`config.mk`:
```
export PLATFORM = sky130hd
export DESIGN_NAME = seq_mul
export DESIGN_NICKNAME = d
export VERILOG_FILES = /design/src/rtl/seq_mul_pkg.sv /design/src/rtl/mul_acc_adder.sv /design/src/rtl/seq_mul.sv
export SDC_FILE = /design/constraint.sdc
export NUM_CORES = 1
export LEC_CHECK = 0
export BUFFER_PORTS_ARGS = -buffer_cell sky130_fd_sc_hd__buf_2
export CAP_MARGIN = 0
export CORE_MARGIN = 4
export CORE_UTILIZATION = 53
export CTS_BUF_LIST = sky130_fd_sc_hd__clkbuf_16
export CTS_CLUSTER_DIAMETER = 30
export DETAILED_ROUTE_END_ITERATION = 10
export PLACE_DENSITY = 0.85
export SLEW_MARGIN = 5
export SYNTH_ARGS = -nofsm -noshare
export SYNTH_HDL_FRONTEND = slang
export SYNTH_HIERARCHICAL = 1
export SYNTH_SLANG_ARGS = --single-unit
```
`constraint.sdc`:
```
create_clock -name clk -period 2 [get_ports clk]
set_clock_uncertainty 0.05 [all_clocks]
set_input_delay 0.5 -clock clk [delete_from_list [all_inputs] [get_ports clk]]
set_output_delay 0.5 -clock clk [all_outputs]
set_load 0.02 [all_outputs]
```
`src/rtl/seq_mul_pkg.sv`:
```
// Shared definitions for the sequential shift-add multiplier: FSM encoding,
// default operand width and the bit-counter width helper.
package seq_mul_pkg;

  localparam int unsigned SEQ_MUL_DEFAULT_WIDTH = 8;

  typedef enum logic [1:0] {
    IDLE = 2'b00,
    RUN  = 2'b01,
    DONE = 2'b10
  } seq_mul_state_e;

  // One extra bit so the counter can represent WIDTH itself without aliasing.
  function automatic int unsigned seq_mul_cnt_width(input int unsigned width);
    return $clog2(width) + 1;
  endfunction

endpackage

```
`src/rtl/mul_acc_adder.sv`:
```
// WIDTH-bit adder built as a ripple of 4-bit carry-lookahead slices.
// WIDTH must be a multiple of 4.
module mul_acc_adder #(
  parameter int unsigned WIDTH = 8
) (
  input  logic [WIDTH-1:0] X,
  input  logic [WIDTH-1:0] Y,
  input  logic             Cin,
  output logic [WIDTH-1:0] S,
  output logic             Cout
);

  localparam int unsigned NSLICE = WIDTH / 4;

  logic [NSLICE:0] w_c;

  assign w_c[0] = Cin;

  for (genvar gi = 0; gi < NSLICE; gi++) begin : g_slice
    logic [3:0] w_g;
    logic [3:0] w_p;
    logic [4:0] w_k;

    assign w_g = X[4*gi +: 4] & Y[4*gi +: 4];
    assign w_p = X[4*gi +: 4] ^ Y[4*gi +: 4];

    // Every slice carry is formed directly from the slice carry-in.
    assign w_k[0] = w_c[gi];
    assign w_k[1] = w_g[0] | (w_p[0] & w_k[0]);
    assign w_k[2] = w_g[1] | (w_p[1] & w_g[0]) | (w_p[1] & w_p[0] & w_k[0]);
    assign w_k[3] = w_g[2] | (w_p[2] & w_g[1]) | (w_p[2] & w_p[1] & w_g[0])
                  | (w_p[2] & w_p[1] & w_p[0] & w_k[0]);
    assign w_k[4] = w_g[3] | (w_p[3] & w_g[2]) | (w_p[3] & w_p[2] & w_g[1])
                  | (w_p[3] & w_p[2] & w_p[1] & w_g[0])
                  | (w_p[3] & w_p[2] & w_p[1] & w_p[0] & w_k[0]);

    assign S[4*gi +: 4] = w_p ^ w_k[3:0];
    assign w_c[gi+1]    = w_k[4];
  end

  assign Cout = w_c[NSLICE];

endmodule

```
`src/rtl/seq_mul.sv`:
```
// Sequential unsigned shift-add multiplier, one multiplier bit per RUN cycle.
// Optional feature macro SEQ_MUL_ZERO_SKIP_EN: zero operands bypass RUN.
module seq_mul
  import seq_mul_pkg::*;
#(
  parameter int unsigned WIDTH = SEQ_MUL_DEFAULT_WIDTH
) (
  input  logic               clk,
  input  logic               rst_n,
  input  logic               start,
  input  logic [WIDTH-1:0]   a,
  input  logic [WIDTH-1:0]   b,
  output logic               busy,
  output logic               done,
  output logic [2*WIDTH-1:0] p
);

  localparam int unsigned CW = seq_mul_cnt_width(WIDTH);

  seq_mul_state_e     r_state;
  seq_mul_state_e     w_state_nxt;
  logic [WIDTH-1:0]   r_mcand;
  logic [WIDTH-1:0]   w_mcand_nxt;
  logic [2*WIDTH-1:0] r_prod;
  logic [2*WIDTH-1:0] w_prod_nxt;
  logic [CW-1:0]      r_cnt;
  logic [CW-1:0]      w_cnt_nxt;

  logic [WIDTH-1:0]   w_addend;
  logic [WIDTH-1:0]   w_sum;
  logic               w_cout;

  assign w_addend = r_prod[0] ? r_mcand : '0;

  mul_acc_adder #(
    .WIDTH (WIDTH)
  ) u_adder (
    .X    (r_prod[2*WIDTH-1:WIDTH]),
    .Y    (w_addend),
    .Cin  (1'b0),
    .S    (w_sum),
    .Cout (w_cout)
  );

  always_comb begin
    w_state_nxt = r_state;
    w_mcand_nxt = r_mcand;
    w_prod_nxt  = r_prod;
    w_cnt_nxt   = r_cnt;
    unique case (r_state)
      IDLE, DONE: begin
        w_state_nxt = IDLE;
        if (start) begin
          w_mcand_nxt = a;
          w_prod_nxt  = {{WIDTH{1'b0}}, b};
          w_cnt_nxt   = '0;
          w_state_nxt = RUN;
`ifdef SEQ_MUL_ZERO_SKIP_EN
          if ((a == '0) || (b == '0)) begin
            w_prod_nxt  = '0;
            w_state_nxt = DONE;
          end
`endif
        end
      end
      RUN: begin
        // Carry-out becomes the new MSB so the full-scale product stays exact.
        w_prod_nxt = {w_cout, w_sum, r_prod[WIDTH-1:1]};
        if (r_cnt == CW'(WIDTH - 1)) begin
          w_cnt_nxt   = '0;
          w_state_nxt = DONE;
        end else begin
          w_cnt_nxt = r_cnt + CW'(1);
        end
      end
      default: begin
        w_state_nxt = IDLE;
        w_cnt_nxt   = '0;
      end
    endcase
  end

  always_ff @(posedge clk) begin
    if (!rst_n) begin
      r_state <= IDLE;
      r_mcand <= '0;
      r_prod  <= '0;
      r_cnt   <= '0;
    end else begin
      r_state <= w_state_nxt;
      r_mcand <= w_mcand_nxt;
      r_prod  <= w_prod_nxt;
      r_cnt   <= w_cnt_nxt;
    end
  end

  assign busy = (r_state == RUN);
  assign done = (r_state == DONE);
  assign p    = r_prod;

endmodule

```
# [Word-level counts from Yosys, hierarchy flattened]
# Cells that the tools add are included.
[op_classes] n_div=0 addsub=1 n_reduce_logical=5 bitwise=47 n_eq_ne=5 shift=0 mux=9 magnitude_cmp=0 multipliers=0
[op_table] operator="$pmux 16 s2" n=1
[op_table] operator="$and 1x1->1" n=25
[op_table] operator="$mux 16" n=1
[op_table] operator="$or 1x1->1" n=16
[op_table] operator="$xor 4x4->4" n=4
[op_table] operator="$and 4x4->4" n=2
[op_table] operator="$mux 4" n=2
[op_table] operator="$mux 8" n=1
[op_table] operator="$pmux 4 s2" n=1
[op_table] operator="$add 4x1->4 const B" n=1
[op_table] operator="$eq 4x3->1 const B" n=1
[op_table] operator="$pmux 2 s2" n=1
[op_table] operator="$reduce_and 2->1" n=2
[op_table] operator="$eq 2x1->1 const B" n=1
[op_table] operator="$eq 2x2->1 const B" n=1
[op_table] operator="$logic_not 2->1" n=1
[op_table] operator="$mux 2" n=1
[op_table] operator="$ne 2x1->1 const B" n=1
[op_table] operator="$ne 2x2->1 const B" n=1
[op_table] operator="$reduce_bool 2->1" n=1
[op_table] operator="$reduce_or 2->1" n=1
[op_table] operator="$mux 1" n=1
[totals] mem_count=0 mem_bits_ro=0 register_bits=30 word_cells=71 latchBits=0 ram_bits=0

# [Logic depth before layout (Yosys ltp)]
[depth] ltp_word=10 ltp_mapped=8

# [By module]
# Netlist, hierarchy kept.
[by_module_without_submodules] module="seq_mul" seq_area_each_um2=600.6 n_inst=1 cells_per_inst=157 area_each_um2=1251.2
[by_module_without_submodules] module="mul_acc_adder" seq_area_each_um2=0.0 n_inst=1 cells_per_inst=41 area_each_um2=327.8

# [Least setup slack after synthesis]
# No wires, ideal clock.
[synth_path] kind="flip-flop to flip-flop" start="register r_prod[0], in the netlist p[0]" end="register r_prod[12], in the netlist p[12]" arrival_ps=1848 path_slack_ps=-30 t_required_ps=1818 path_stages_with_launch=9 n_path_buf=0 setup_ps=132 path_cell_list="dfxtp_1 -> and2_1 -> ha_1 -> nand3_1 -> o2111ai_2 -> fa_1 -> xor2_1 -> nand2_1 -> a21oi_1"
[synth_between] elab_chain_len=10
[synth_rtl] element="start: declaration" line="seq_mul.sv:24" source="logic [2*WIDTH-1:0] r_prod;"
[synth_rtl] element="start signal: assignment" line="seq_mul.sv:92" source="r_prod <= w_prod_nxt;"
[synth_rtl] element="$mux 8 (*)" line="seq_mul.sv:33" source="assign w_addend = r_prod[0] ? r_mcand : '0;"
[synth_rtl] element="via w_addend[3]" line="seq_mul.sv:29" source="logic [WIDTH-1:0] w_addend;"
[synth_rtl] element="$xor 4x4->4" line="mul_acc_adder.sv:25" source="assign w_p = X[4*gi +: 4] ^ Y[4*gi +: 4];"
[synth_rtl] element="$and 1x1->1 (on tied branches)" line="mul_acc_adder.sv:33, mul_acc_adder.sv:34"
[synth_rtl] element="$or 1x1->1 (tied with other cells)" line="mul_acc_adder.sv:33" source="assign w_k[4] = w_g[3] | (w_p[3] & w_g[2]) | (w_p[3] & w_p[2] & w_g[1])"
[synth_rtl] element="$or 1x1->1 / $and 1x1->1 (equally long branches)" line="mul_acc_adder.sv:33, mul_acc_adder.sv:34"
[synth_rtl] element="$or 1x1->1 (*)" line="mul_acc_adder.sv:34" source="| (w_p[3] & w_p[2] & w_p[1] & w_g[0])"
[synth_rtl] element="$and 1x1->1 (*)" line="mul_acc_adder.sv:29" source="assign w_k[1] = w_g[0] | (w_p[0] & w_k[0]);"
[synth_rtl] element="$or 1x1->1 (*)" line="mul_acc_adder.sv:29"
[synth_rtl] element="$xor 4x4->4 (*)" line="mul_acc_adder.sv:37" source="assign S[4*gi +: 4] = w_p ^ w_k[3:0];"
[synth_rtl] element="via w_sum[5]" line="seq_mul.sv:30" source="logic [WIDTH-1:0] w_sum;"
[synth_rtl] element="$pmux 16 s2 (*)" line="seq_mul.sv:50" source="unique case (r_state)"
# Mark *: on every way through the listed nets, which the timed path passes. The rest lies on a longest branch.
# A chain may end at the register's enable or synchronous reset.

# [Worst setup path after layout]
[layout_path] start="register r_prod[0], in the netlist p[0]" end="register r_prod[11], in the netlist p[11]"
[layout_between] elab_chain_len=8
[layout_rtl] element="$mux 8 (*)" line="seq_mul.sv:33"
[layout_rtl] element="via w_addend[2]" line="seq_mul.sv:29"
[layout_rtl] element="$and 4x4->4 / $xor 4x4->4 (equally long branches)" line="mul_acc_adder.sv:24, mul_acc_adder.sv:25"
[layout_rtl] element="$and 1x1->1 (on tied branches)" line="mul_acc_adder.sv:33, mul_acc_adder.sv:34"
[layout_rtl] element="$or 1x1->1 (tied with other cells)" line="mul_acc_adder.sv:33"
[layout_rtl] element="$or 1x1->1 / $and 1x1->1 (equally long branches)" line="mul_acc_adder.sv:33, mul_acc_adder.sv:34"
[layout_rtl] element="$or 1x1->1 (*)" line="mul_acc_adder.sv:34"
[layout_rtl] element="$xor 4x4->4 (*)" line="mul_acc_adder.sv:37"
[layout_rtl] element="via w_sum[4]" line="seq_mul.sv:30"
[layout_rtl] element="$pmux 16 s2 (*)" line="seq_mul.sv:50"
# Marks and branches as above.

==> key figures <==
Placed design
  • Worst slack, placed: 47.6 ps
  • Routability cong.: 0.820
  • IO buf count: 36
  • Placed cells: 263
  • Dpl cell area: 1810 um^2
  • Post-DP HPWL: 2530 um

Clocking
  • Register clock-pin slew on the reported worst setup and hold paths: 50 ps
  • Clock sinks: 30
  • Largest buffer count on any clock path: 2
  • Post-cts repair resize count: 0
  • Root Buffer: clkbuf_16
  • CTS tree: done
  • Clk_lat worst skew: 280 ps
  • # H-tree levels: 2
  • Hold buffer count at cts: 0
  • Cts bufs inserted: 5
  • Post-CTS Setup Inserts: 0

Setup path
  • Worst flop-to-flop path endpoint: p[11]
  • Startpoint types: flop
  • CP Capture Type: flop
  • CP max FO: 7
  • Worst Setup EP: p[11]
  • R2R setup slack: 40 ps
  • CP max stage cell: fa_2
  • Worst EP required: 2100 ps
  • Cells on worst reg2reg path: 7
  • Crit Path Category: flop to flop
  • CP Cell Sequence: and2_4, ha_4, nand3_2, o2111ai_2, fa_2, nand2_1, a21oi_1
  • Max stage delay on crit path: 480 ps
  • Critical Path Start: p[0]
  • WP data arrival: 2060 ps
  • Reg2Reg Launch Point: p[0]

Run
  • Max Cap Viol: 0

Timing
  • Fin. max-slew vios: 0
  • Final Cycle Share: 98.0%
  • Final Hold Fails: 0
  • Setup repair after global routing missed its margin: true
  • Period minus WS final: 1960 ps
  • Worst setup margin: 39.3 ps
  • Setup violators final: 0
  • Fin Setup TNS: 0 ps
  • Highest Clock Rate: 510 MHz
  • Worst Hold Slack: 406 ps

Finish
  • Area of the multi-input gates: 943 um^2
  • Layout cell share with drive strength beyond 1: 26.4%
  • Area Growth Syn to Fin: 27.5%
  • Nets: 269
  • FF/Latch Area: 604 um^2
  • Ant. Diodes: 0
  • Fill count: 229
  • Design Area, Final: 2010 um^2
  • Final Util: 71.8%
  • Post-Layout Cell Count: 270

Route
  • DRT Pass-1 Iters: 4
  • Iter 0 DRT Violations: 74
  • Total number of vias: 1491
  • Total wire length: 3790 um
  • Average wire per standard cell: 14.0 um
  • Drt drc: 0
  • DR vias/cell: 5.52
  • Antenna Nets Post-Route: 0

Synthesis
  • Yosys warns: 6
  • Synth Instances: 198
  • Post-synth EDFFs: 0
  • Syn avg cell area: 7.97 um^2
  • Ys async rst share: 0%
  • Top FF cell, synth: dfxtp_1
  • Seq cells post-synth: 30
  • Mapped cell area: 1580 um^2
  • Cell variety after synth: 34
  • Post-synthesis sequential area ratio: 38.0%

Global routing
  • Global-route usage over all layers: 19.6%
  • Number of global-route vias before repair: 1367
  • Largest net degree at the start of global routing: 29
  • GRT Residual Overflow: 0
  • Global-route wire length before repair: 6030 um
  • Initial antenna violation count: 0

Power and ir drop
  • Total power: 1.55 mW
  • Worst vdd ir: 0.513 mV
  • Pleak: 0.900 nW
  • PwrDens: 768 nW/um^2

Floorplan
  • Die X-Extent: 62.6 um
  • Die span in y: 62.6 um
  • I/O pin count: 37
  • Die area: 3920 um^2
  • Starting Density: 56.3%
  • Number of core rows: 19
  • Core Box Area: 2810 um^2

Hold path
  • Worst min-delay path category: flop to flop

Status
  • Status: complete, no violations
==> area by class of cell <==
type,instances,area share [%]
clock buffer,5,6.22
sequential,30,30.0
clock inverter,2,0.373
multi-input combinational,147,46.9
inverter,11,2.05
tap,31,1.93
timing repair buffer,44,12.6
==> worst min path at each step <==
stage                          start    endpoint  slack [ps]  cells after the start
after floorplan           r_mcand[0]  r_mcand[0]         380                      2
after global placement    r_mcand[7]  r_mcand[7]         390                      2
after detailed placement  r_mcand[6]  r_mcand[6]         400                      2
after CTS                 r_mcand[2]  r_mcand[2]         410                      2
after global routing            a[2]  r_mcand[2]         410                      3
final                     r_mcand[4]  r_mcand[4]         410                      2
==> registers in the layout, summed over array words and instances (netlist names) <==
register,flops
p,16
r_mcand,8
r_cnt,4
r_state,2
==> metal layers <==
metal	part of all wire, %	vias up	track usage [%]
met1	44	702	23.2
met4	1.3	0	9.92
met5	0	-	0
li1	-	743	-
met3	6.4	7	6.12
met2	48	39	32.0
==> placed cells by master (no fill, tap or decap), types with 3 or more instances in the layout <==
cell type and instances:
buf_4 7, dfxtp_1 29, xor2_1 3, ha_4 4, nor2_1 12, a311oi_1 8, ha_1 5, and2_4 3
nand2_1 45, nand3_1 11, inv_1 12, xnor2_1 4, a21oi_1 21, and2_1 5, buf_2 36, clkbuf_16 5
nand2b_1 3
==> cells in the mapped netlist (all sizes together), types with 3 or more instances <==
cell,n,area [um^2]
dfxtp,30,601
buf,8,51.3
a21oi,22,114
xor2,3,26.3
ha,9,113
and2,8,50.1
a311oi,8,70.1
nand2b,3,18.8
inv,11,41.3
xnor2,4,35.0
nand3,12,60.1
nand2,45,169
nor2,12,45.0
clkbuf,3,11.3
==> kinds of logic (layout without fill, tap and decap cells) <==
logic type	count (synthesis)	count (layout)	share of synthesized area [%]
AND/OR/NAND/NOR	89	89	25.8
buffers and inverters	22	62	6.58
flip-flops	30	30	38.0
other	1	2	0.237
AO/OA/AOI/OAI	38	38	15.8
adder cells (fa/ha/maj)	11	11	9.67
XOR/XNOR	7	7	3.88
==> critical path: cells and delay by family, from the launching register on <==
family / cells / cell delay (ps)
adders and majority gates: 2 / 770
and+or+nand+nor: 3 / 280
AOI/OAI and AO/OA: 2 / 360
DFF: 1 / 360
==> power by group <==
| group | internal [mW] | leakage (nW) | total (mW) | switching (mW) |
|---|---|---|---|---|
| Combinational | 0.0841 | 0.582 | 0.211 | 0.127 |
| Sequential | 0.631 | 0.246 | 0.657 | 0.0257 |
| Clock | 0.442 | 0.0723 | 0.678 | 0.236 |
| Total | 1.16 | 0.900 | 1.55 | 0.389 |
Note: power is estimated with default switching activity, not from simulation.
